[src/rtl/soundweb_pkg.sv]
// Shared constants, FSM state type and escape predicate for the Soundweb TX path.
// SOUNDWEB_TX_ACK_EN adds the ACK_WAIT state.
package soundweb_pkg;

   localparam logic [7:0] STX = 8'h02;
   localparam logic [7:0] ETX = 8'h03;
   localparam logic [7:0] ACK = 8'h06;
   localparam logic [7:0] NAK = 8'h15;
   localparam logic [7:0] ESC = 8'h1B;

   localparam int BODY_LEN = 13;

   typedef enum logic [3:0] {
      S_IDLE,
      S_STX,
      S_BODY,
      S_ESC2,
      S_CSUM,
      S_CSUM_ESC2,
      S_ETX,
`ifdef SOUNDWEB_TX_ACK_EN
      S_ACK_WAIT,
`endif
      S_GAP
   } state_t;

   function automatic logic is_reserved(input logic [7:0] b);
      return b inside {STX, ETX, ACK, NAK, ESC};
   endfunction

endpackage

[src/rtl/soundweb_byte_escaper.sv]
// Combinational escape helper: flags framing-reserved bytes and gives the
// byte that follows ESC on the wire.
module soundweb_byte_escaper
   import soundweb_pkg::*;
(
   input  logic [7:0] din,
   output logic       needs_esc,
   output logic [7:0] dout
);

   assign needs_esc = is_reserved(din);
   assign dout      = din + 8'h80;

endmodule

[src/rtl/soundweb_tx_sequencer.sv]
// Soundweb packet sequencer: frames a captured request as STX/body/checksum/ETX
// with byte stuffing. Define SOUNDWEB_TX_ACK_EN for reply wait with retry/timeout.
module soundweb_tx_sequencer
   import soundweb_pkg::*;
#(
   parameter int IFG_CYCLES  = 0,
   parameter int ACK_TIMEOUT = 100000,
   parameter int MAX_RETRY   = 3
) (
   input  logic        clk,
   input  logic        rst,
   input  logic        req_i,
   input  logic [7:0]  command_i,
   input  logic [47:0] address_i,
   input  logic [15:0] sv_i,
   input  logic [31:0] data_i,
   output logic        ready_o,
   output logic [7:0]  tx_data_o,
   output logic        tx_valid_o,
   input  logic        tx_ready_i,
`ifdef SOUNDWEB_TX_ACK_EN
   input  logic [7:0]  rx_data_i,
   input  logic        rx_valid_i,
`endif
   output logic        done_o,
   output logic        err_o
);

   localparam int GW = (IFG_CYCLES > 0) ? $clog2(IFG_CYCLES + 1) : 1;

   state_t                      state_q, state_nxt;
   logic [BODY_LEN-1:0][7:0]    pkt_in, body_q;
   logic [7:0]                  csum_in, csum_q;
   logic [3:0]                  idx_q;
   logic [GW-1:0]               gap_q;
   logic [7:0]                  cur_byte, esc_byte;
   logic                        needs_esc, done_nxt, err_nxt;

   // Element 12 is the command byte, so body index k lives at [12-k].
   assign pkt_in = {command_i, address_i, sv_i, data_i};

   always_comb begin
      csum_in = '0;
      for (int i = 0; i < BODY_LEN; i++) csum_in ^= pkt_in[i];
   end

   assign cur_byte = (state_q == S_CSUM || state_q == S_CSUM_ESC2) ? csum_q
                                                                   : body_q[4'd12 - idx_q];

   soundweb_byte_escaper u_esc (
      .din       (cur_byte),
      .needs_esc (needs_esc),
      .dout      (esc_byte)
   );

   assign ready_o = (state_q == S_IDLE);

`ifdef SOUNDWEB_TX_ACK_EN
   localparam int TW  = (ACK_TIMEOUT > 1) ? $clog2(ACK_TIMEOUT) : 1;
   localparam int RTW = (MAX_RETRY > 0) ? $clog2(MAX_RETRY + 1) : 1;

   logic [TW-1:0]  timer_q;
   logic [RTW-1:0] retry_q;
   logic           timeout;

   assign timeout = (timer_q == TW'(ACK_TIMEOUT - 1));

   always_ff @(posedge clk or posedge rst) begin
      if (rst) begin
         timer_q <= '0;
         retry_q <= '0;
      end else begin
         timer_q <= (state_q == S_ACK_WAIT) ? timer_q + TW'(1) : '0;
         if (state_q == S_IDLE)
            retry_q <= '0;
         else if (state_q == S_ACK_WAIT && state_nxt == S_STX)
            retry_q <= retry_q + RTW'(1);
      end
   end
`endif

   always_comb begin
      state_nxt  = state_q;
      tx_valid_o = 1'b0;
      tx_data_o  = 8'h00;
      done_nxt   = 1'b0;
      err_nxt    = 1'b0;
      case (state_q)
         S_IDLE: if (req_i) state_nxt = S_STX;
         S_STX: begin
            tx_valid_o = 1'b1;
            tx_data_o  = STX;
            if (tx_ready_i) state_nxt = S_BODY;
         end
         S_BODY: begin
            tx_valid_o = 1'b1;
            tx_data_o  = needs_esc ? ESC : cur_byte;
            if (tx_ready_i)
               state_nxt = needs_esc ? S_ESC2 : (idx_q == 4'd12) ? S_CSUM : S_BODY;
         end
         S_ESC2: begin
            tx_valid_o = 1'b1;
            tx_data_o  = esc_byte;
            if (tx_ready_i) state_nxt = (idx_q == 4'd12) ? S_CSUM : S_BODY;
         end
         S_CSUM: begin
            tx_valid_o = 1'b1;
            tx_data_o  = needs_esc ? ESC : cur_byte;
            if (tx_ready_i) state_nxt = needs_esc ? S_CSUM_ESC2 : S_ETX;
         end
         S_CSUM_ESC2: begin
            tx_valid_o = 1'b1;
            tx_data_o  = esc_byte;
            if (tx_ready_i) state_nxt = S_ETX;
         end
         S_ETX: begin
            tx_valid_o = 1'b1;
            tx_data_o  = ETX;
            if (tx_ready_i) begin
`ifdef SOUNDWEB_TX_ACK_EN
               state_nxt = S_ACK_WAIT;
`else
               state_nxt = S_GAP;
               done_nxt  = 1'b1;
`endif
            end
         end
`ifdef SOUNDWEB_TX_ACK_EN
         S_ACK_WAIT: begin
            // An ACK in the same cycle as the timeout still counts as success.
            if (rx_valid_i && rx_data_i == ACK) begin
               state_nxt = S_GAP;
               done_nxt  = 1'b1;
            end else if ((rx_valid_i && rx_data_i == NAK) || timeout) begin
               if (retry_q < RTW'(MAX_RETRY)) begin
                  state_nxt = S_STX;
               end else begin
                  state_nxt = S_GAP;
                  done_nxt  = 1'b1;
                  err_nxt   = 1'b1;
               end
            end
         end
`endif
         S_GAP: if (gap_q == GW'(IFG_CYCLES)) state_nxt = S_IDLE;
         default: state_nxt = S_IDLE;
      endcase
   end

   always_ff @(posedge clk or posedge rst) begin
      if (rst) begin
         state_q <= S_IDLE;
         body_q  <= '0;
         csum_q  <= '0;
         idx_q   <= '0;
         gap_q   <= '0;
         done_o  <= 1'b0;
         err_o   <= 1'b0;
      end else begin
         state_q <= state_nxt;
         done_o  <= done_nxt;
         err_o   <= err_nxt;
         if (state_q == S_IDLE && req_i) begin
            body_q <= pkt_in;
            csum_q <= csum_in;
         end
         // Index moves only once a body byte is fully on the wire.
         if (state_q == S_STX)
            idx_q <= '0;
         else if (tx_ready_i && idx_q != 4'd12 &&
                  ((state_q == S_BODY && !needs_esc) || state_q == S_ESC2))
            idx_q <= idx_q + 4'd1;
         gap_q <= (state_q == S_GAP) ? gap_q + GW'(1) : '0;
      end
   end

endmodule

[config.mk]
export PLATFORM = sky130hd
export DESIGN_NAME = soundweb_tx_sequencer
export DESIGN_NICKNAME = d
export VERILOG_FILES = /design/src/rtl/soundweb_pkg.sv /design/src/rtl/soundweb_byte_escaper.sv /design/src/rtl/soundweb_tx_sequencer.sv
export SDC_FILE = /design/constraint.sdc
export NUM_CORES = 1
export LEC_CHECK = 0
export ABC_CLOCK_PERIOD_IN_PS = 3550
export BUFFER_PORTS_ARGS = -buffer_cell sky130_fd_sc_hd__buf_2
export CELL_PAD_IN_SITES_DETAIL_PLACEMENT = 1
export CELL_PAD_IN_SITES_GLOBAL_PLACEMENT = 1
export CORE_MARGIN = 3
export CORE_UTILIZATION = 35
export DETAILED_ROUTE_END_ITERATION = 8
export MAX_ROUTING_LAYER = met4
export PLACE_DENSITY = 0.79
export SLEW_MARGIN = 20
export SYNTH_ARGS = -nofsm -noshare
export SYNTH_HDL_FRONTEND = slang
export SYNTH_SLANG_ARGS = --single-unit
export TNS_END_PERCENT = 5
[constraint.sdc]
create_clock -name clk -period 3.55 [get_ports clk]
set_input_delay 0.355 -clock clk [delete_from_list [all_inputs] [get_ports clk]]
set_output_delay 0.355 -clock clk [all_outputs]
set_load 0.02 [all_outputs]
==> flow_metrics.tcl <==
set metrics [dict create \
    final_net_count 999 \
    drt-initial-drc-count 241 \
    synthCells 764 \
    period_share 1.05 \
    syn2layout_area_growth_pct 26.7 \
    grt_use_met3 0.0437 \
    ios 120 \
    worstMarginPinSlew_ns 0.737 \
    clock_sinks 121 \
    drive_gt1_frac 0.252 \
    dp.cells 1124 \
    path_class "flop to output pin" \
    fp.dieH_um 145 \
    ys_types 53 \
    dr.pass1.iters 4 \
    coreArea_um2 18900 \
    syn_area_per_cell_um2 8.87 \
    n_antenna_cell 0 \
    synth-main-ff-cell "dfrtp_1" \
    grt_busiest_layer "met2" \
    final_common_cell "nand2_1" \
    layout_setup_ws_ns -0.193 \
    mostFrequentLayoutCells "346 x nand2_1, 120 x dfrtp_1, 116 x buf_2, 74 x xnor2_1, 27 x xor2_1" \
    grt_pass1_vias 6250 \
    initial_core_util 0.359 \
    path_max_fanout 4 \
    synth_edf_count 0 \
    fin_cells 1162 \
    drtAntennaViolNets 0 \
    overflow 0 \
    status "finished, violations left" \
    max_slew_margin 0.505 \
    dieArea_um2 21100 \
    antenna_found_initial 0 \
    hold_violations 0 \
    leakagePower_nw 4.18 \
    ys_ff_latch 121 \
    ys_warn_count 0 \
    cts_buffer_depth 2 \
    p_per_area_nw_per_um2 1010 \
    cp.arrival_ns 3.39 \
    worstSetupStartpointType "flop" \
    htree_levels 4 \
    period_minus_slack_ns 3.74 \
    fmaxAchievable_mhz 267 \
    synth_area_um2 6780 \
    syn_nets 874 \
    via_per_inst 4.97 \
    grt_pass1_wl_um 33400 \
    p_total_w 0.00864 \
    cts_made_buffers 17 \
    dpl.hpwl_um 15300 \
    io_buffers 118 \
    clk_pin_slew_ns 0.06 \
    endpoint_kind "output pin" \
    die_x_um 145 \
    grt_usage 0.209 \
    drc 0 \
    violations "setup timing" \
    use_met1 0.236 \
    grt_start_max_net_pins 83 \
    clock_skew_ns 0.00906 \
    cp.required_ns 3.19 \
    insertion_delay_ns 0.43 \
    slew_violations 0 \
    avgRoutedWirePerCell_um 18.0 \
    rows 50 \
    met2_usage 0.360 \
    cts_root_buf "clkbuf_16" \
    routed_wl_um 20900 \
    vias 5780 \
    ys_seq_area_frac 0.447 \
    globalplace.congestion 0.909 \
    maxCapViolations 0 \
    ir_worst_vdd_v 0.000388 \
    setup_violations 5 \
    synthArstFlopShare 1.00 \
    cts_tree "yes" \
    hp-class "input port to flop" \
    rsz0062_at_grt "true" \
]
-- synthesized netlist by cell type (3+ instances only) --
| cell | number | area share |
|---|---|---|
| nor3_1 | 6 | 0.0044 |
| a31oi_1 | 3 | 0.0028 |
| nand3_1 | 18 | 0.013 |
| a21oi_1 | 3 | 0.0022 |
| mux4_2 | 20 | 0.066 |
| buf_6 | 3 | 0.0050 |
| xor2_1 | 27 | 0.035 |
| buf_1 | 5 | 0.0028 |
| o21ai_0 | 12 | 0.0089 |
| clkbuf_1 | 25 | 0.014 |
| nand4_1 | 3 | 0.0028 |
| xnor2_1 | 74 | 0.096 |
| nand2_1 | 348 | 0.19 |
| nor2_1 | 16 | 0.0089 |
| and3_1 | 4 | 0.0037 |
| dfrtp_1 | 121 | 0.45 |
| buf_4 | 3 | 0.0033 |
| o211ai_1 | 4 | 0.0044 |
| mux2i_1 | 13 | 0.019 |
| buf_2 | 5 | 0.0037 |
| inv_1 | 6 | 0.0033 |
-- stage by stage --
stage               TNS [ns]  area, um2  hold WS (ns)  worst slack [ns]  utilization
floorplan                  0       6830         0.437            0.0465            -
global route           -1.95       8580         0.142            -0.424        0.454
global placement           0       7790         0.457             0.190        0.412
finish                -0.764       8580         0.145            -0.193        0.454
detailed placement         0       7790         0.462             0.121        0.412
CTS                    -1.02       8500         0.131            -0.239        0.450
-- timing repair --
item,in CTS,in global routing
gates resized for setup,7,9
hold endpoints to repair,0,13
gates cloned,0,0
setup endpoints to repair,5,5
hold buffers,0,1
pin swaps,4,0
setup buffers,4,0
-- critical path, stage by stage (launching register included) --
cell       delay (ns)
dfrtp_1          0.37
inv_1            0.08
ha_4             0.31
mux4_2           0.49
or2_0            0.22
a311oi_2         0.30
a311oi_2         0.09
a2111oi_2        0.36
nand3_2          0.19
a21oi_4          0.24
nor2_1           0.08
nor2_2           0.12
buf_6            0.13
-- layout make-up --
type	instances	area, um2
fillers	2231	10300
multi-input cells	596	3640
flip-flops and latches	121	3030
repair buffers	147	898
clock buffers	22	474
well taps	260	325
clock inverters	10	188
inverters	6	26.3
-- registers in the layout, indices dropped and copies added, names as in the netlist --
name and cells:
body_q 104, csum_q 8, idx_q 4, state_q 3
done_o 1, gap_q 1
-- logic make-up (layout without fill, tap and decap cells) --
group,count (synthesis),count (layout),synth area share
simple gates,409,409,0.241
flops,121,121,0.447
xor+xnor,102,102,0.133
compound gates,48,48,0.0537
buf+inv,47,185,0.0319
mux,34,34,0.0895
fa+ha+maj,2,2,0.00369
other cells,1,1,0.000553
-- final timing paths --
| check | start | slack (ns) | cells past startpoint | endpoint |
|---|---|---|---|---|
| setup / recovery | idx_q[1] | -0.19 | 12 | tx_data_o[3] |
| hold / removal | sv_i[13] | 0.15 | 3 | body_q[45] |
| hold reg to reg | body_q[10] | 0.47 | 2 | body_q[10] |
| min in group asynchronous | rst | 0.47 | 3 | body_q[30] |
| setup reg to reg | idx_q[0] | 0.36 | 12 | idx_q[3] |
| max in group asynchronous | rst | 2.33 | 5 | body_q[82] |
-- routing by layer --
metal,up-vias,wire length (um)
met4,0,769
met3,38,840
li1,2735,-
met2,132,11000
met5,-,0
met1,2875,8290
-- report_power, final --
group	switching (W)	total, W	internal (W)
combinational	0.00236	0.00419	0.00183
clock	0.000657	0.00196	0.00131
sequential	0.000463	0.00249	0.00202
total	0.00348	0.00864	0.00516
Note: power is estimated with default switching activity, not from simulation.
